### src/rtl/vga_glyph_row_scheduler_pkg.sv
// -----------------------------------------------------------------------------
// vga_glyph_pkg
// Shared constants, slot-select helpers and the scheduler state encoding for
// the multi-glyph VGA row fetch path.
// -----------------------------------------------------------------------------
package vga_glyph_pkg;

  // Glyph geometry: each scan line of a glyph is three 16-bit ROM words.
  localparam int GLYPH_H       = 16;
  localparam int WORDS_PER_ROW = 3;
  localparam int WORD_W        = 16;
  localparam int ROW_BITS      = WORDS_PER_ROW * WORD_W;  // 48

  // Screen coordinates and ROM word addresses are both 10 bits wide.
  localparam int COORD_W = 10;
  localparam int ADDR_W  = 10;

  typedef enum logic [1:0] {
    IDLE,
    ISSUE,
    DRAIN,
    READY
  } state_e;

  // LSB of glyph g's field inside a packed {y|base} vector.
  function automatic int coord_lsb(input int g);
    return g * COORD_W;
  endfunction

  // MSB of word k of glyph g inside a packed row vector; word 0 is the MSBs.
  function automatic int word_msb(input int g, input int k);
    return g * ROW_BITS + ROW_BITS - 1 - k * WORD_W;
  endfunction

endpackage

### src/rtl/vga_glyph_row_scheduler.sv
// -----------------------------------------------------------------------------
// vga_glyph_row_scheduler
// During horizontal blanking, fetches the next scan line's 48-bit row of every
// glyph slot from one shared glyph word ROM, then commits all rows at once at
// the start of that line.
//
// Ports
//   pixelClock  pixel clock
//   reset       synchronous, active-low
//   hcount      horizontal pixel counter
//   vcount      vertical line counter
//   yFlat       top-line position per glyph, 10 bits each
//   baseFlat    ROM base word address per glyph, 10 bits each
//   bram_q      ROM read data, valid one cycle after bram_addr/bram_en
//   bram_addr   ROM word address
//   bram_en     ROM read strobe
//   dataInFlat  committed rows, 48 bits per glyph
//   rowsCommit  one-cycle pulse when dataInFlat updates
//   busy        high while fetching (ISSUE or DRAIN)
//   overrun     sticky: a line started before the fetch finished
// -----------------------------------------------------------------------------
module vga_glyph_row_scheduler
  import vga_glyph_pkg::*;
#(
  parameter int NUM_GLYPHS = 5,
  parameter int GLYPH_H    = vga_glyph_pkg::GLYPH_H,
  parameter int H_TRIGGER  = 640,
  parameter int V_TOTAL    = 525
) (
  input  logic                           pixelClock,
  input  logic                           reset,
  input  logic [COORD_W-1:0]             hcount,
  input  logic [COORD_W-1:0]             vcount,
  input  logic [NUM_GLYPHS*COORD_W-1:0]  yFlat,
  input  logic [NUM_GLYPHS*COORD_W-1:0]  baseFlat,
  input  logic [WORD_W-1:0]              bram_q,
  output logic [ADDR_W-1:0]              bram_addr,
  output logic                           bram_en,
  output logic [NUM_GLYPHS*ROW_BITS-1:0] dataInFlat,
  output logic                           rowsCommit,
  output logic                           busy,
  output logic                           overrun
);

  localparam int G_W   = (NUM_GLYPHS > 1) ? $clog2(NUM_GLYPHS) : 1;
  localparam int ROW_W = $clog2(GLYPH_H);

  // ---------------------------------------------------------------------------
  // State
  // ---------------------------------------------------------------------------
  state_e                        state_q,     state_d;
  logic [G_W-1:0]                g_q,         g_d;         // glyph on the bus
  logic [1:0]                    k_q,         k_d;         // word on the bus
  logic [COORD_W-1:0]            next_v_q,    next_v_d;
  logic [NUM_GLYPHS*COORD_W-1:0] y_snap_q,    y_snap_d;
  logic [NUM_GLYPHS*COORD_W-1:0] base_snap_q, base_snap_d;
  logic [ADDR_W-1:0]             bram_addr_q, bram_addr_d;
  logic                          bram_en_q,   bram_en_d;
  // Capture stage: describes the word whose ROM data is on bram_q this cycle.
  logic                          cap_valid_q, cap_valid_d;
  logic [G_W-1:0]                cap_g_q,     cap_g_d;
  logic [1:0]                    cap_k_q,     cap_k_d;
  logic                          cap_hit_q,   cap_hit_d;
  logic [NUM_GLYPHS*ROW_BITS-1:0] shadow_q,   shadow_d;
  logic [NUM_GLYPHS*ROW_BITS-1:0] data_q,     data_d;
  logic                          commit_q,    commit_d;
  logic                          busy_q,      busy_d;
  logic                          overrun_q,   overrun_d;

  // ---------------------------------------------------------------------------
  // Line events
  // ---------------------------------------------------------------------------
  logic               trigger;
  logic               line_start;
  logic               abort;
  logic               commit;
  logic               last_step;
  logic [COORD_W-1:0] next_v_live;

  // A trigger mid-fetch is ignored; in READY it discards the pending rows and
  // starts over for the new line.
  assign trigger     = (hcount == COORD_W'(H_TRIGGER)) &&
                       ((state_q == IDLE) || (state_q == READY));
  assign line_start  = (hcount == '0);
  assign abort       = line_start && ((state_q == ISSUE) || (state_q == DRAIN));
  assign commit      = line_start && (state_q == READY);
  assign last_step   = (g_q == G_W'(NUM_GLYPHS - 1)) &&
                       (k_q == 2'(WORDS_PER_ROW - 1));
  assign next_v_live = (vcount == COORD_W'(V_TOTAL - 1)) ? '0
                                                         : vcount + COORD_W'(1);

  // ---------------------------------------------------------------------------
  // Fetch address generation (one word per cycle)
  // ---------------------------------------------------------------------------
  logic               do_fetch;
  logic               fetch_live;   // first word: use live inputs, snapshot not yet loaded
  logic [G_W-1:0]     fetch_g;
  logic [1:0]         fetch_k;
  logic [COORD_W-1:0] fetch_v;
  logic [COORD_W-1:0] fetch_y;
  logic [ADDR_W-1:0]  fetch_base;
  logic               fetch_hit;
  logic [ROW_W-1:0]   fetch_row;
  logic [ADDR_W-1:0]  fetch_addr;

  always_comb begin
    // NOTE: every signal written here gets a default first, so no path through
    // the branches below can leave one unassigned and infer a latch.
    state_d     = state_q;
    g_d         = g_q;
    k_d         = k_q;
    next_v_d    = next_v_q;
    y_snap_d    = y_snap_q;
    base_snap_d = base_snap_q;
    bram_addr_d = bram_addr_q;   // address holds across misses and idle
    bram_en_d   = 1'b0;
    cap_valid_d = 1'b0;
    cap_g_d     = cap_g_q;
    cap_k_d     = cap_k_q;
    cap_hit_d   = cap_hit_q;
    shadow_d    = shadow_q;
    data_d      = data_q;
    commit_d    = 1'b0;
    overrun_d   = overrun_q;
    do_fetch    = 1'b0;
    fetch_live  = 1'b0;
    fetch_g     = '0;
    fetch_k     = '0;
    fetch_v     = next_v_q;
    fetch_y     = '0;
    fetch_base  = '0;
    fetch_hit   = 1'b0;
    fetch_row   = '0;
    fetch_addr  = '0;

    // Land the word issued last cycle; a missed glyph's slot is cleared.
    if (cap_valid_q) begin
      shadow_d[word_msb(int'(cap_g_q), int'(cap_k_q)) -: WORD_W] =
        cap_hit_q ? bram_q : '0;
    end

    if (abort) begin
      state_d   = IDLE;
      data_d    = '0;
      overrun_d = 1'b1;
    end else if (commit) begin
      state_d  = IDLE;
      data_d   = shadow_q;
      commit_d = 1'b1;
    end else if (trigger) begin
      state_d     = ISSUE;
      g_d         = '0;
      k_d         = '0;
      next_v_d    = next_v_live;
      y_snap_d    = yFlat;
      base_snap_d = baseFlat;
      do_fetch    = 1'b1;
      fetch_live  = 1'b1;
      fetch_v     = next_v_live;
    end else if (state_q == ISSUE) begin
      cap_valid_d = 1'b1;
      cap_g_d     = g_q;
      cap_k_d     = k_q;
      cap_hit_d   = bram_en_q;
      if (last_step) begin
        state_d = DRAIN;
      end else begin
        if (k_q == 2'(WORDS_PER_ROW - 1)) begin
          g_d = g_q + G_W'(1);
          k_d = '0;
        end else begin
          k_d = k_q + 2'd1;
        end
        do_fetch = 1'b1;
        fetch_g  = g_d;
        fetch_k  = k_d;
      end
    end else if (state_q == DRAIN) begin
      state_d = READY;
    end

    if (do_fetch) begin
      fetch_y    = fetch_live ? yFlat[coord_lsb(int'(fetch_g)) +: COORD_W]
                              : y_snap_q[coord_lsb(int'(fetch_g)) +: COORD_W];
      fetch_base = fetch_live ? baseFlat[coord_lsb(int'(fetch_g)) +: COORD_W]
                              : base_snap_q[coord_lsb(int'(fetch_g)) +: COORD_W];
      // 11-bit compare so y near the bottom of the range cannot wrap.
      fetch_hit  = ({1'b0, fetch_v} >= {1'b0, fetch_y}) &&
                   ({1'b0, fetch_v} <  ({1'b0, fetch_y} + 11'(GLYPH_H)));
      fetch_row  = ROW_W'(fetch_v - fetch_y);
      fetch_addr = fetch_base + ADDR_W'(WORDS_PER_ROW * int'(fetch_row)) +
                   ADDR_W'(fetch_k);
      bram_en_d  = fetch_hit;
      if (fetch_hit) begin
        bram_addr_d = fetch_addr;
      end
    end

    busy_d = (state_d == ISSUE) || (state_d == DRAIN);
  end

  // ---------------------------------------------------------------------------
  // Registers
  // ---------------------------------------------------------------------------
  always_ff @(posedge pixelClock) begin
    // NOTE: non-blocking assignments so every flop samples pre-edge values,
    // independent of statement order.
    if (!reset) begin
      // NOTE: the shadow row store is a handful of flops, not a RAM, so it is
      // reset with everything else; a mid-fetch reset leaves nothing to commit.
      state_q     <= IDLE;
      g_q         <= '0;
      k_q         <= '0;
      next_v_q    <= '0;
      y_snap_q    <= '0;
      base_snap_q <= '0;
      bram_addr_q <= '0;
      bram_en_q   <= 1'b0;
      cap_valid_q <= 1'b0;
      cap_g_q     <= '0;
      cap_k_q     <= '0;
      cap_hit_q   <= 1'b0;
      shadow_q    <= '0;
      data_q      <= '0;
      commit_q    <= 1'b0;
      busy_q      <= 1'b0;
      overrun_q   <= 1'b0;
    end else begin
      state_q     <= state_d;
      g_q         <= g_d;
      k_q         <= k_d;
      next_v_q    <= next_v_d;
      y_snap_q    <= y_snap_d;
      base_snap_q <= base_snap_d;
      bram_addr_q <= bram_addr_d;
      bram_en_q   <= bram_en_d;
      cap_valid_q <= cap_valid_d;
      cap_g_q     <= cap_g_d;
      cap_k_q     <= cap_k_d;
      cap_hit_q   <= cap_hit_d;
      shadow_q    <= shadow_d;
      data_q      <= data_d;
      commit_q    <= commit_d;
      busy_q      <= busy_d;
      overrun_q   <= overrun_d;
    end
  end

  assign bram_addr  = bram_addr_q;
  assign bram_en    = bram_en_q;
  assign dataInFlat = data_q;
  assign rowsCommit = commit_q;
  assign busy       = busy_q;
  assign overrun    = overrun_q;

endmodule

### config.mk
export PLATFORM = sky130hd
export DESIGN_NAME = vga_glyph_row_scheduler
export DESIGN_NICKNAME = d
export VERILOG_FILES = /design/src/rtl/vga_glyph_row_scheduler_pkg.sv /design/src/rtl/vga_glyph_row_scheduler.sv
export SDC_FILE = /design/constraint.sdc
export NUM_CORES = 1
export LEC_CHECK = 0
export BUFFER_PORTS_ARGS = -buffer_cell sky130_fd_sc_hd__buf_2
export CELL_PAD_IN_SITES_DETAIL_PLACEMENT = 2
export CELL_PAD_IN_SITES_GLOBAL_PLACEMENT = 2
export CORE_ASPECT_RATIO = 0.75
export CORE_MARGIN = 1.5
export CORE_UTILIZATION = 35
export DETAILED_ROUTE_END_ITERATION = 12
export GPL_TIMING_DRIVEN = 0
export PLACE_DENSITY = 0.78
export SLEW_MARGIN = 10
export SYNTH_ARGS = -nofsm -noshare
export SYNTH_HDL_FRONTEND = slang
export SYNTH_SLANG_ARGS = --single-unit
### constraint.sdc
create_clock -name pixelClock -period 6.9 [get_ports pixelClock]
set_input_delay 0.345 -clock pixelClock [delete_from_list [all_inputs] [get_ports pixelClock]]
set_output_delay 0.345 -clock pixelClock [all_outputs]
set_load 0.01 [all_outputs]
==> flow_summary.yaml <==
timing:
  finalSetupViolCount: 0
  final_tns_setup_ns: 0
  finClkSkew_ns: 0.0200
  minimum_clock_period_after_layout_ns: 6.73
  report.final.hold_viol_count: 0
  final_critical_path_setup_slack_ns: 0.173
  relSlewSlack_pct: 13.7
  drv_slew: 0
  tightestPinTransition_ns: 1.29
  achievable-frequency_mhz: 149
  final_clock_period_utilization_by_the_worst_path_pct: 97.5
yosys:
  number_of_synthesized_flops_with_an_enable_pin: 0
  async_reset_ff_share_pct: 0
  postSynthRegisterBits: 618
  synth_seq_area_share_pct: 51.0
  postSynthCellCount: 2524
  synth_nets: 2715
  synth_ff_type: "sky130_fd_sc_hd__dfxtp_1"
  synth_cell_type_count: 70
  netlist_area_sq_um: 24300
  average_cell_area_after_synthesis_sq_um: 9.62
  yosys_warnings: 0
critical_path:
  cell_seen_most_often_among_critical_path_stages: "sky130_fd_sc_hd__inv_1"
  critical_path.max_stage_delay_ns: 0.57
  path_buf_inv: 9
  worst_path_max_delay_cell: "sky130_fd_sc_hd__fa_2"
  cp_data_arrival_time_ns: 7.20
  critical_path.reg2reg.startpoint: "state_q[0]$_SDFF_PN0_"
  critPathTopFamily: "adder cells"
  rrSetupSlack_ns: 0.17
  crit_fanout: 12
  worst_setup_path_start_kind: "flop"
  worst_setup_path_end_kind: "flop"
  worstSetupStartpoint: "state_q[0]$_SDFF_PN0_"
  worst-setup-path-type: "flop to flop"
  timing.critical_path.required_ns: 7.38
global_routing:
  largest_net_degree_at_the_start_of_global_routing: 20
  grt_overflow_total: 0
  first_pass_grt_wire_length_mm: 157
  grt_pass1_vias: 23800
  antenna_found_initial: 10
  grt_use_total_pct: 29.5
detailed_routing:
  detail_route.wirelength_mm: 107
  drtAntennaViolNets: 0
  drt-wirelength-per-cell_um: 26.8
  number_of_optimization_iterations_in_the_first_detailed_route_pass: 5
  drc: 0
  vias_per_cell: 5.58
  drt_first_iter_violations: 1423
  num_vias: 22400
die:
  core_area_sq_um: 68500
  fp-row-count: 83
  top_level_ports: 392
  floorplan.die_area_sq_um: 71000
  chipWidth_um: 307
  die_h_um: 231
  initial_utilization_pct: 35.4
layout:
  layout_common_cells: "sky130_fd_sc_hd__dfxtp_1 (616), sky130_fd_sc_hd__buf_2 (432), sky130_fd_sc_hd__nand2_1 (316)"
  final-instance-count-excl-fill: 4012
  share_of_layout_cells_above_drive_strength_1_pct: 20.8
  fillers: 7246
  most_common_cell_after_layout_fill_and_taps_aside: "sky130_fd_sc_hd__dfxtp_1"
  net_count_of_the_finished_layout: 3257
  postLayoutCoreUtil_pct: 44.7
  area.growth.synth_to_final_pct: 26.3
cts:
  tritoncts: "built"
  htreeDepth: 3
  cts.root.buffer_cell: "sky130_fd_sc_hd__clkbuf_16"
  cts_buffer_depth: 3
  worstSkewPairLatency_ns: 0.63
  path_clk_slew_ns: 0.06
  tritoncts_buffers: 67
  clkSinkCount: 618
placement:
  dp_hpwl_mm: 76.2
  placed_cells_incl_taps: 3808
  globalplace.congestion: 0.888
  place_worst_setup_slack_ns: -1.17
  buffer_ports.inserted: 391
min_path:
  hold_path_class: "input port to flop"
  hp-start: "baseFlat[47]"
outcome:
  result_of_the_run: "completed"
power:
  p_leak_uw: 0.0128
  power.density_nw_per_um2: 259
  peakVddDrop_uv: 187
flow_run:
  max_cap_violations: 0
==> worst paths after layout <==
| check | to | cells past startpoint |
|---|---|---|
| setup / recovery | bram_addr[7]$_SDFFE_PN0P_ | 31 |
| hold / removal | base_snap_q[47]$_SDFFE_PN0P_ | 3 |
| setup reg to reg | bram_addr[7]$_SDFFE_PN0P_ | 31 |
| hold reg to reg | shadow_q[172]$_SDFFE_PN0P_ | 2 |
==> worst min-delay path, cell delays in order <==
cell	delay, ns
sky130_fd_sc_hd__buf_2	0.10
sky130_fd_sc_hd__mux2i_1	0.08
sky130_fd_sc_hd__nor2_1	0.08
==> Yosys cell counts, types with 9 or more instances <==
| cell type | number | share of area [%] |
|---|---|---|
| sky130_fd_sc_hd__nand3_1 | 87 | 1.8 |
| sky130_fd_sc_hd__a22o_1 | 240 | 8.7 |
| sky130_fd_sc_hd__xor2_1 | 9 | 0.32 |
| sky130_fd_sc_hd__dfxtp_1 | 618 | 51 |
| sky130_fd_sc_hd__o21ai_0 | 19 | 0.39 |
| sky130_fd_sc_hd__ha_1 | 45 | 2.3 |
| sky130_fd_sc_hd__and3_1 | 67 | 1.7 |
| sky130_fd_sc_hd__xnor2_1 | 16 | 0.58 |
| sky130_fd_sc_hd__a31oi_1 | 16 | 0.41 |
| sky130_fd_sc_hd__buf_4 | 15 | 0.46 |
| sky130_fd_sc_hd__buf_2 | 49 | 1.0 |
| sky130_fd_sc_hd__inv_1 | 36 | 0.56 |
| sky130_fd_sc_hd__and2_1 | 44 | 1.1 |
| sky130_fd_sc_hd__mux2i_1 | 228 | 9.4 |
| sky130_fd_sc_hd__clkbuf_1 | 132 | 2.0 |
| sky130_fd_sc_hd__a21oi_1 | 153 | 3.2 |
| sky130_fd_sc_hd__nand2_1 | 316 | 4.9 |
| sky130_fd_sc_hd__nor2_1 | 273 | 4.2 |
| sky130_fd_sc_hd__a311oi_1 | 10 | 0.36 |
==> state kept, by name (all words and copies together), names as in the netlist <==
name	count
cap_k_q	2
bram_addr	10
y_snap_q	50
busy	1
base_snap_q	50
dataInFlat	240
overrun	1
cap_valid_q	1
cap_hit_q	1
k_q	2
rowsCommit	1
next_v_q	10
shadow_q	240
g_q	3
state_q	2
bram_en	1
cap_g_q	3
==> through the flow <==
| step | hold WS, ns | instance area, sq um | total power (uW) |
|---|---|---|---|
| finish | 0.0249 | 30700 | 7940 |
| global route | 0.0150 | 30700 | 8160 |
| CTS | 0.000200 | 30500 | 7970 |
| detailed placement | 0.451 | 27400 | 4110 |
| global placement | 0.439 | 27300 | 4090 |
| floorplan | 0.432 | 24300 | 3900 |
==> where the power goes <==
group	total, uW	internal [uW]	switching, uW
combinational	504	156	348
sequential	3600	3580	19.0
clock	3830	2220	1610
==> metal layers <==
layer  up-vias  global-route usage (%)  wire, um  share of wire [%]
li1       9909                       -         -                  -
met1     11600                    39.1     47700                 44
met2       707                    48.7     50300                 47
met3       218                    4.91      5890                5.5
met4         0                    9.99      3600                3.4
met5         -                       0         0                  0
==> timing repair <==
item,4_1_cts,5_1_grt
gates resized for setup,39,24
pin swaps,3,6
endpoints found under the hold margin,66,0
cloned,0,1
hold buffers,66,0
setup buffers,2,16
endpoints found under the setup margin,9,4
==> cell families (layout without fill, tap and decap cells) <==
group,count (synthesis),count (layout),share of synthesized area [%]
other,0,4,0
buffers and inverters,239,831,4.24
flip-flops,618,618,51.0
multiplexers,229,229,9.45
XOR/XNOR,28,28,1.13
AND/OR/NAND/NOR,845,845,15.6
adder cells (fa/ha/maj),53,53,2.98
AO/OA/AOI/OAI,512,512,15.6
==> layout make-up <==
| type | count | area [sq um] | area share (%) |
|---|---|---|---|
| multi-input cells | 1667 | 11000 | 35.8 |
| plain buffers | 199 | 976 | 3.18 |
| well taps | 892 | 1120 | 3.64 |
| flip-flops and latches | 618 | 12400 | 40.4 |
| repair buffers | 477 | 2770 | 9.03 |
| clock inverters | 28 | 379 | 1.24 |
| clock buffers | 91 | 1940 | 6.32 |
| inverters | 36 | 135 | 0.441 |
| diodes | 4 | 10.0 | 0.0326 |
Power figures use the tool's default switching activity.
